<file path="src/rtl/fft_bfly_agu.sv">
// rtl/fft_bfly_agu.sv - radix-2 DIT butterfly address generator with optional writeback pipeline
// Optional writeback pipeline enabled by defining FFT_AGU_WRITEBACK_EN.
module fft_bfly_agu #(
    parameter int N_LOG2 = 5,
    parameter int WB_LAT = 2
) (
    input  logic              clk,
    input  logic              rst,
    input  logic              start,
    input  logic              out_ready,
    output logic              out_valid,
    output logic [N_LOG2-1:0] addr_a,
    output logic [N_LOG2-1:0] addr_b,
    output logic [N_LOG2-2:0] tw_addr,
    output logic [3:0]        stage,
    output logic              busy,
    output logic              done,
    output logic              wr_en,
    output logic [N_LOG2-1:0] wr_addr_a,
    output logic [N_LOG2-1:0] wr_addr_b
);

    localparam int         KW     = N_LOG2 - 1;
    localparam logic [3:0] LAST_S = 4'(N_LOG2 - 1);

    if (N_LOG2 < 2 || N_LOG2 > 10 || WB_LAT < 1 || WB_LAT > 8) begin : g_param_check
        $error("fft_bfly_agu: N_LOG2 or WB_LAT out of range");
    end

    typedef enum logic [1:0] {
        ST_IDLE,
        ST_RUN,
        ST_DRAIN,
        ST_DONE
    } state_t;

    state_t            state_q;
    logic [3:0]        s_q;
    logic [KW-1:0]     k_q;
    logic              out_valid_q;
    logic [N_LOG2-1:0] addr_a_q;
    logic [N_LOG2-1:0] addr_b_q;
    logic [KW-1:0]     tw_q;
    logic              busy_q;
    logic              done_q;

    logic [3:0]        s_d;
    logic [KW-1:0]     k_d;
    logic [N_LOG2-1:0] a_d;
    logic [N_LOG2-1:0] b_d;
    logic [KW-1:0]     tw_d;
    logic              hs;
    logic              last;
    logic              drain_fin;

    // group*2*half + pos: the bits of k above s move up one place, bit s becomes 0
    function automatic logic [N_LOG2-1:0] lo_addr(input logic [3:0] s, input logic [KW-1:0] k);
        logic [N_LOG2-1:0] kx;
        logic [N_LOG2-1:0] mask;
        kx   = {1'b0, k};
        mask = (N_LOG2'(1) << s) - N_LOG2'(1);
        return ((kx & ~mask) << 1) | (kx & mask);
    endfunction

    function automatic logic [KW-1:0] tw_index(input logic [3:0] s, input logic [KW-1:0] k);
        logic [KW-1:0] mask;
        mask = KW'((N_LOG2'(1) << s) - N_LOG2'(1));
        return (k & mask) << (4'(KW) - s);
    endfunction

    assign hs   = out_valid_q & out_ready;
    assign last = (s_q == LAST_S) && (k_q == '1);

    // Next butterfly; outside RUN this is the first butterfly of a pass
    always_comb begin
        s_d = '0;
        k_d = '0;
        if (state_q == ST_RUN) begin
            k_d = k_q + KW'(1);
            s_d = (k_q == '1) ? s_q + 4'd1 : s_q;
        end
        a_d  = lo_addr(s_d, k_d);
        b_d  = a_d | (N_LOG2'(1) << s_d);
        tw_d = tw_index(s_d, k_d);
    end

    always_ff @(posedge clk) begin
        if (rst) begin
            state_q     <= ST_IDLE;
            s_q         <= '0;
            k_q         <= '0;
            out_valid_q <= 1'b0;
            addr_a_q    <= '0;
            addr_b_q    <= '0;
            tw_q        <= '0;
            busy_q      <= 1'b0;
            done_q      <= 1'b0;
        end else begin
            case (state_q)
                ST_IDLE: begin
                    if (start) begin
                        state_q     <= ST_RUN;
                        s_q         <= s_d;
                        k_q         <= k_d;
                        addr_a_q    <= a_d;
                        addr_b_q    <= b_d;
                        tw_q        <= tw_d;
                        out_valid_q <= 1'b1;
                        busy_q      <= 1'b1;
                    end
                end
                ST_RUN: begin
                    if (hs) begin
                        if (last) begin
                            out_valid_q <= 1'b0;
                            s_q         <= '0;
                            k_q         <= '0;
                            addr_a_q    <= '0;
                            addr_b_q    <= '0;
                            tw_q        <= '0;
`ifdef FFT_AGU_WRITEBACK_EN
                            state_q     <= ST_DRAIN;
`else
                            state_q     <= ST_DONE;
                            busy_q      <= 1'b0;
                            done_q      <= 1'b1;
`endif
                        end else begin
                            s_q      <= s_d;
                            k_q      <= k_d;
                            addr_a_q <= a_d;
                            addr_b_q <= b_d;
                            tw_q     <= tw_d;
                        end
                    end
                end
                ST_DRAIN: begin
                    if (drain_fin) begin
                        state_q <= ST_DONE;
                        busy_q  <= 1'b0;
                        done_q  <= 1'b1;
                    end
                end
                ST_DONE: begin
                    done_q  <= 1'b0;
                    state_q <= ST_IDLE;
                end
                default: state_q <= ST_IDLE;
            endcase
        end
    end

`ifdef FFT_AGU_WRITEBACK_EN
    logic [WB_LAT-1:0] wb_v_q;
    logic [N_LOG2-1:0] wb_a_q [WB_LAT];
    logic [N_LOG2-1:0] wb_b_q [WB_LAT];
    logic              wb_pending;

    // Empty slots carry zero addresses so wr_addr_* read 0 whenever wr_en is low
    always_ff @(posedge clk) begin
        if (rst) begin
            wb_v_q <= '0;
            for (int i = 0; i < WB_LAT; i++) begin
                wb_a_q[i] <= '0;
                wb_b_q[i] <= '0;
            end
        end else begin
            wb_v_q[0] <= hs;
            wb_a_q[0] <= hs ? addr_a_q : '0;
            wb_b_q[0] <= hs ? addr_b_q : '0;
            for (int i = 1; i < WB_LAT; i++) begin
                wb_v_q[i] <= wb_v_q[i-1];
                wb_a_q[i] <= wb_a_q[i-1];
                wb_b_q[i] <= wb_b_q[i-1];
            end
        end
    end

    always_comb begin
        wb_pending = 1'b0;
        for (int i = 0; i < WB_LAT - 1; i++) begin
            wb_pending = wb_pending | wb_v_q[i];
        end
    end

    assign drain_fin = wb_v_q[WB_LAT-1] & ~wb_pending;
    assign wr_en     = wb_v_q[WB_LAT-1];
    assign wr_addr_a = wb_a_q[WB_LAT-1];
    assign wr_addr_b = wb_b_q[WB_LAT-1];
`else
    assign drain_fin = 1'b0;
    assign wr_en     = 1'b0;
    assign wr_addr_a = '0;
    assign wr_addr_b = '0;
`endif

    assign out_valid = out_valid_q;
    assign addr_a    = addr_a_q;
    assign addr_b    = addr_b_q;
    assign tw_addr   = tw_q;
    assign stage     = s_q;
    assign busy      = busy_q;
    assign done      = done_q;

endmodule
</file>
<file path="config.mk">
export PLATFORM = sky130hd
export DESIGN_NAME = fft_bfly_agu
export DESIGN_NICKNAME = d
export VERILOG_FILES = /design/src/rtl/fft_bfly_agu.sv
export SDC_FILE = /design/constraint.sdc
export NUM_CORES = 1
export LEC_CHECK = 0
export ABC_CLOCK_PERIOD_IN_PS = 3200
export CAP_MARGIN = 30
export CORE_ASPECT_RATIO = 1.4
export CORE_MARGIN = 5
export CORE_UTILIZATION = 51
export DETAILED_ROUTE_END_ITERATION = 8
export PLACE_DENSITY = 0.84
export REMOVE_ABC_BUFFERS = 1
export SYNTH_ARGS = -nofsm -noshare
export SYNTH_HDL_FRONTEND = slang
export SYNTH_SLANG_ARGS = --single-unit
export TNS_END_PERCENT = 20
</file>
<file path="constraint.sdc">
create_clock -name clk -period 3.2 [get_ports clk]
set_input_delay 0.64 -clock clk [delete_from_list [all_inputs] [get_ports clk]]
set_output_delay 0.64 -clock clk [all_outputs]
set_load 0.02 [all_outputs]
</file>
==> results of run 1 <==
## repair_timing
item	CTS	global route
setup endpoints to repair	0	4
resized for setup	0	2
endpoints found under the hold margin	0	0
## stage by stage
step	hold WS (ns)	instances	setup WS, ns
CTS	0.459	270	0.219
global placement	0.441	267	0.262
global route	0.480	270	0.0724
detailed placement	0.446	267	0.238
floorplan	0.493	192	0.235
finish	0.455	270	0.297
## per-layer routing
metal  share of wire  vias to the layer above  GRT usage
li1                -                      751          -
met1            0.41                      691      0.221
met2            0.51                       52      0.325
met3           0.056                        8     0.0230
met4           0.029                        0     0.0635
met5               0                        -          0
## worst min-delay path by stage
stage | from | endpoint | slack (ns) | cells after the start
4_1_cts | tw_addr[0] | tw_addr[0] | 0.46 | 2
3_3_place_gp | tw_addr[0] | tw_addr[0] | 0.44 | 2
2_1_floorplan | k_q[3] | k_q[3] | 0.49 | 2
6_report | tw_addr[0] | tw_addr[0] | 0.46 | 2
5_1_grt | tw_addr[0] | tw_addr[0] | 0.48 | 2
3_5_place_dp | tw_addr[0] | tw_addr[0] | 0.45 | 2
## layout make-up
| class | count | share of cell area |
|---|---|---|
| multi-input combinational | 160 | 0.515 |
| sequential | 26 | 0.261 |
| timing repair buffer | 36 | 0.165 |
| tap | 39 | 0.0244 |
| clock buffer | 3 | 0.0206 |
| inverter | 6 | 0.0138 |
## logic make-up after synthesis
group | share of synthesized area
simple gates | 0.228
compound gates | 0.239
buf+inv | 0.109
flops | 0.307
fa+ha+maj | 0.0590
xor+xnor | 0.0420
mux | 0.0147
other cells | 0.00221
## sequential cells by signal (all words and copies together) (netlist names)
name	count
addr_b	5
stage	4
addr_a	5
k_q	4
busy	1
tw_addr	4
state_q	2
done	1
## synthesized netlist by cell type (2+ instances only)
cell type / count
nand3_1: 6
o21ai_0: 9
dfxtp_1: 26
o21a_1: 2
a32oi_1: 3
and2_1: 2
nor2b_1: 2
nand4_1: 2
a21o_1: 2
ha_1: 8
nand2b_1: 4
o311a_1: 2
nor3_1: 4
or3_1: 3
a21oi_1: 16
clkbuf_1: 6
xor2_1: 4
nand2_1: 20
buf_4: 13
buf_2: 2
inv_1: 5
buf_6: 2
nor2_1: 26
a31oi_1: 2
a22oi_1: 5
a211oi_1: 2
a31o_2: 2
## worst register-to-register path, cell delays in order, from the launching register on
cell	delay (ns)
dfxtp_2	0.37
ha_1	0.25
and3_1	0.22
buf_4	0.17
xnor2_4	0.19
and2_4	0.22
inv_6	0.06
ha_1	0.20
nor4b_2	0.16
a41oi_1	0.23
xor2_1	0.15
o311a_1	0.37
o31ai_2	0.22
## where the power goes
part	leakage, nW	internal (mW)	switching (mW)	total, mW
logic	0.516	0.0281	0.0513	0.0794
registers	0.211	0.328	0.00491	0.333
clock network	0.0216	0.0845	0.103	0.187
==> impl_metrics.env, run 1 <==
export IMPL_final_cell_mix="nor2_1 (26), dfxtp_1 (25), clkdlybuf4s50_1 (24), nand2_1 (20), a21oi_1 (16)"
export IMPL_max_clock_freq_mhz=344
export IMPL_grt_pass1_wl_mm=6.70
export IMPL_min_period_ns=2.90
export IMPL_avgRoutedWirePerCell_um=14.4
export IMPL_max_vdd_ir_drop_mv=0.377
export IMPL_grt_overflow=0
export IMPL_regToRegSetupSlack_ns=0.30
export IMPL_maxSlewViolCount=0
export IMPL_total_leakage_power_nw=0.749
export IMPL_grt_max_degree=17
export IMPL_routed_via_count=1502
export IMPL_ant_nets=0
export IMPL_power_density_mw_per_mm2=300
export IMPL_yosysSeqAreaShare=0.307
export IMPL_place_congestion=0.916
export IMPL_yosys_warnings=0
export IMPL_io_buffer_count=24
export IMPL_synthCells=206
export IMPL_numCtsBuffers=3
export IMPL_antenna_found_initial=0
export IMPL_syn_area_mm2=0.00170
export IMPL_grt_usage=0.183
export IMPL_drive_gt1_frac=0.126
export IMPL_worst_ep_required_time_ns=3.39
export IMPL_synth_area_top_cells="dfxtp_1 (31%), ha_1 (5.9%), buf_4 (5.7%)"
export IMPL_slowest_delay_ns=0.37
export IMPL_synth_cell_types=53
export IMPL_avgViaCountPerCell=5.56
export IMPL_fin_crit_sh=0.907
export IMPL_outcome="complete, no violations"
export IMPL_dieArea_mm2=0.00460
export IMPL_fin_nets=245
export IMPL_reg2regPathDepth=12
export IMPL_worstMarginPinSlew_ns=0.704
export IMPL_cts_hold_buf=0
export IMPL_register_area_um2=522
export IMPL_total_power_uw=600
export IMPL_cts_buffer_depth=2
export IMPL_num_rows=24
export IMPL_r2r_start="k_q[0]"
export IMPL_area_delta_synth_final_pct=17.8
export IMPL_cp_endpoint="tw_addr[2]"
export IMPL_synth_ff_type="dfxtp_1"
export IMPL_skew_ns=0.00584
export IMPL_start_util=0.538
export IMPL_critical_path_max_fanout=7
export IMPL_synth_edf_count=0
export IMPL_grt_pass1_vias=1432
export IMPL_die_y_um=78.3
export IMPL_final_area_mm2=0.00200
export IMPL_drt_iter0_drc=86
export IMPL_yosysTopAreaCell="dfxtp_1"
export IMPL_cts_tree="built"
export IMPL_clk_pin_slew_worst_paths_ns=0.09
export IMPL_worstSetupStartpoint="k_q[0]"
export IMPL_setup_violations=0
export IMPL_drcViolationCount=0
export IMPL_drt_pass1_iter_count=4
export IMPL_slew_headroom=0.527
export IMPL_cp_arrival_ns=3.09
export IMPL_fillers=307
export IMPL_cts_root_buf="clkbuf_8"
export IMPL_io_pins=36
export IMPL_htreeDepth=1
export IMPL_worstReg2RegEnd="tw_addr[2]"
export IMPL_crit_path_end_kind="flop"
export IMPL_ys_ff_latch=26
export IMPL_cp_start_kind="flop"
export IMPL_cap_viol_max_count=0
export IMPL_path_common_cell="ha_1"
export IMPL_synth_top_area_share=0.307
export IMPL_fin_setup_tns_ns=0
export IMPL_avgSynthCellArea_um2=8.24
export IMPL_cp_depth=12
export IMPL_async_reset_ff_frac=0
export IMPL_hold_path_class="reg -> reg"
export IMPL_path_cells="ha_1, and3_1, buf_4, xnor2_4, and2_4, inv_6, ha_1, nor4b_2, a41oi_1, xor2_1, o311a_1, o31ai_2"
export IMPL_hold_viol=0
export IMPL_clock_latency_ns=0.27
export IMPL_placed_cell_area_mm2=0.00196
export IMPL_critPathKind="reg -> reg"
export IMPL_multi_input_area_mm2=0.00103
export IMPL_core_area_mm2=0.00315
export IMPL_rsz0062_at_grt="no"
export IMPL_critical_path_top_delay_family="compound AO/OA/AOI/OAI gates"
export IMPL_critPathBufInv=2
export IMPL_die_w_um=58.8
export IMPL_hpwl_mm=3.14
export IMPL_wl_mm=3.90
export IMPL_post_route_util=0.635
export IMPL_critical_path_slowest_cell="dfxtp_2"
export IMPL_post_cts_buffers=0
export IMPL_clkSinkCount=26
export IMPL_final_common_cell="nor2_1"
export IMPL_antenna_cells=0
(Power assumes the default switching activity.)
==> inputs of run 2 (changes only) <==
--- a/config.mk
+++ b/config.mk
@@ -6,12 +6,12 @@
 export NUM_CORES = 1
 export LEC_CHECK = 0
 export ABC_CLOCK_PERIOD_IN_PS = 3200
-export CAP_MARGIN = 30
 export CORE_ASPECT_RATIO = 1.4
 export CORE_MARGIN = 5
-export CORE_UTILIZATION = 51
+export CORE_UTILIZATION = 53
+export CTS_BUF_LIST = sky130_fd_sc_hd__clkbuf_8
 export DETAILED_ROUTE_END_ITERATION = 8
-export PLACE_DENSITY = 0.84
+export PLACE_DENSITY = 0.87
 export REMOVE_ABC_BUFFERS = 1
 export SYNTH_ARGS = -nofsm -noshare
 export SYNTH_HDL_FRONTEND = slang
==> run 2 against run 1 <==
  * Setup slack worse by 0.093 ns
  * Critical path depth stayed put
  * First-iteration DRC count is 31% lower
  * Worst hold slack better by 0.0038 ns
  * Die area is 3.2% lower
  * Register-to-register slack worse by 0.09 ns
  * Combinational power hardly changed
  * Sequential power hardly changed
  * Clock power is 47% higher
  * Clock-buffer cell count stayed put
  * Critical path type unchanged
  * Critical endpoint is now tw_addr[0]
==> impl_metrics.env, run 2 (synthesis gave the netlist of run 1 again) <==
export IMPL_num_rows=24
export IMPL_worst_ep_required_time_ns=3.41
export IMPL_numCtsBuffers=3
export IMPL_fin_nets=245
export IMPL_die_y_um=77.0
export IMPL_min_period_ns=3.00
export IMPL_routedLengthMet1_mm=1.58
export IMPL_die_w_um=57.8
export IMPL_drt_iter0_drc=59
export IMPL_skew_ns=0.00349
export IMPL_max_clock_freq_mhz=334
export IMPL_max_vdd_ir_drop_mv=0.313
export IMPL_cp_start_kind="flop"
export IMPL_slew_headroom=0.560
export IMPL_fillers=284
export IMPL_place_congestion=0.953
export IMPL_grt_usage=0.188
export IMPL_grt_pass1_vias=1429
export IMPL_fin_crit_sh=0.936
export IMPL_grt_overflow=0
export IMPL_met2_length_mm=1.98
export IMPL_clock_power_share=0.400
export IMPL_dieArea_mm2=0.00445
export IMPL_final_cell_count_no_fill=271
export IMPL_cts_hold_buf=0
export IMPL_drt_pass1_iter_count=4
export IMPL_wl_met3_um=172
export IMPL_r2r_start="k_q[0]"
export IMPL_clock_latency_ns=0.27
export IMPL_antenna_found_initial=0
export IMPL_cts_tree="built"
export IMPL_core_area_mm2=0.00309
export IMPL_final_cell_mix="nor2_1 (26), dfxtp_1 (26), clkdlybuf4s50_1 (24), nand2_1 (20), a21oi_1 (16)"
export IMPL_seqPwrFrac=0.485
export IMPL_total_leakage_power_nw=0.762
export IMPL_setup_violations=0
export IMPL_worstReg2RegEnd="tw_addr[0]"
export IMPL_power_density_mw_per_mm2=339
export IMPL_start_util=0.549
export IMPL_p_comb_frac=0.116
export IMPL_post_route_util=0.656
export IMPL_whs_ns=0.459
export IMPL_fin_ws_ns=0.204
export IMPL_hpwl_mm=3.03
export IMPL_cp_arrival_ns=3.21
export IMPL_min_from="addr_a[3]"
export IMPL_min_to="addr_a[3]"
export IMPL_rsz0062_at_grt="no"
export IMPL_avgRoutedWirePerCell_um=14.2
export IMPL_grt_pass1_wl_mm=6.64
export IMPL_hold_viol=0
export IMPL_io_buffer_count=24
export IMPL_drive_gt1_frac=0.125
export IMPL_p_int_uw=524
export IMPL_outcome="complete, no violations"
export IMPL_maxSlewViolCount=0
export IMPL_ant_nets=0
export IMPL_dp_cells=267
export IMPL_clkSinkCount=26
export IMPL_critical_path_max_fanout=7
export IMPL_place_ws_ns=0.255
export IMPL_worstMarginPinSlew_ns=0.654
export IMPL_worstSetupStartpoint="k_q[0]"
export IMPL_crit_path_end_kind="flop"
export IMPL_maxUsedRoutingLayer="met4"
export IMPL_cts_resized=0
export IMPL_avgViaCountPerCell=5.52
export IMPL_critPathKind="reg -> reg"
export IMPL_htreeDepth=1
export IMPL_regToRegSetupSlack_ns=0.20
export IMPL_area_delta_synth_final_pct=19.5
export IMPL_cap_viol_max_count=0
export IMPL_p_sw_frac=0.238
export IMPL_drcViolationCount=0
export IMPL_io_pins=36
export IMPL_p_switching_uw=163
export IMPL_clk_pin_slew_worst_paths_ns=0.09
export IMPL_cts_root_buf="clkbuf_8"
export IMPL_post_cts_buffers=0
export IMPL_routed_via_count=1495
export IMPL_hold_path_class="reg -> reg"
export IMPL_grt_max_degree=17
export IMPL_cts_buffer_depth=2
export IMPL_antenna_cells=0
export IMPL_wl_mm=3.84
export IMPL_holdPathStages=2
export IMPL_reg2regPathDepth=12
export IMPL_fin_setup_tns_ns=0
-- run 2: layout make-up --
| class | instances | area, um^2 | area share |
|---|---|---|---|
| Inverter | 6 | 27.5 | 0.0136 |
| Timing Repair Buffer | 36 | 330 | 0.163 |
| Clock inverter | 1 | 30.0 | 0.0148 |
| Multi-Input combinational cell | 160 | 1030 | 0.508 |
| Clock buffer | 3 | 41.3 | 0.0204 |
| Tap cell | 39 | 48.8 | 0.0241 |
| Sequential cell | 26 | 520 | 0.257 |
-- run 2: worst max-delay path, stage by stage (launching register included) --
cell and delay [ns]:
dfxtp_1 0.49, ha_1 0.27, and3_1 0.21, buf_4 0.16
xnor2_4 0.13, and2_4 0.22, nor2_1 0.08, ha_1 0.22
buf_4 0.16, a2111oi_0 0.56, buf_4 0.22, nand4_1 0.09
a21oi_1 0.14
-- run 2: metal layers --
layer / GRT usage / vias to the layer above
met3: 0.0235 / 9
met1: 0.215 / 682
met4: 0.0766 / 0
met2: 0.338 / 46
met5: 0 / -
li1: - / 758
-- run 2: worst max path at each step --
stage	endpoint	depth (start not counted)
2_1_floorplan	tw_addr[3]	11
3_3_place_gp	tw_addr[2]	12
3_5_place_dp	tw_addr[0]	12
4_1_cts	tw_addr[0]	12
5_1_grt	addr_a[2]	12
6_report	tw_addr[0]	12
-- run 2: stage by stage --
| step | cell area (um^2) | total power [mW] |
|---|---|---|
| after floorplan | 1580 | 0.384 |
| after global placement | 1960 | 0.419 |
| after detailed placement | 1960 | 0.419 |
| after CTS | 2030 | 0.693 |
| after global routing | 2030 | 0.717 |
| final | 2030 | 0.687 |
-- run 2: power by group through the flow --
stage               logic (mW)  clock network [mW]  registers [mW]
floorplan               0.0388                   0           0.345
global placement        0.0785                   0           0.340
detailed placement      0.0788                   0           0.340
CTS                     0.0790               0.281           0.333
global route            0.0857               0.297           0.334
finish                  0.0794               0.275           0.333
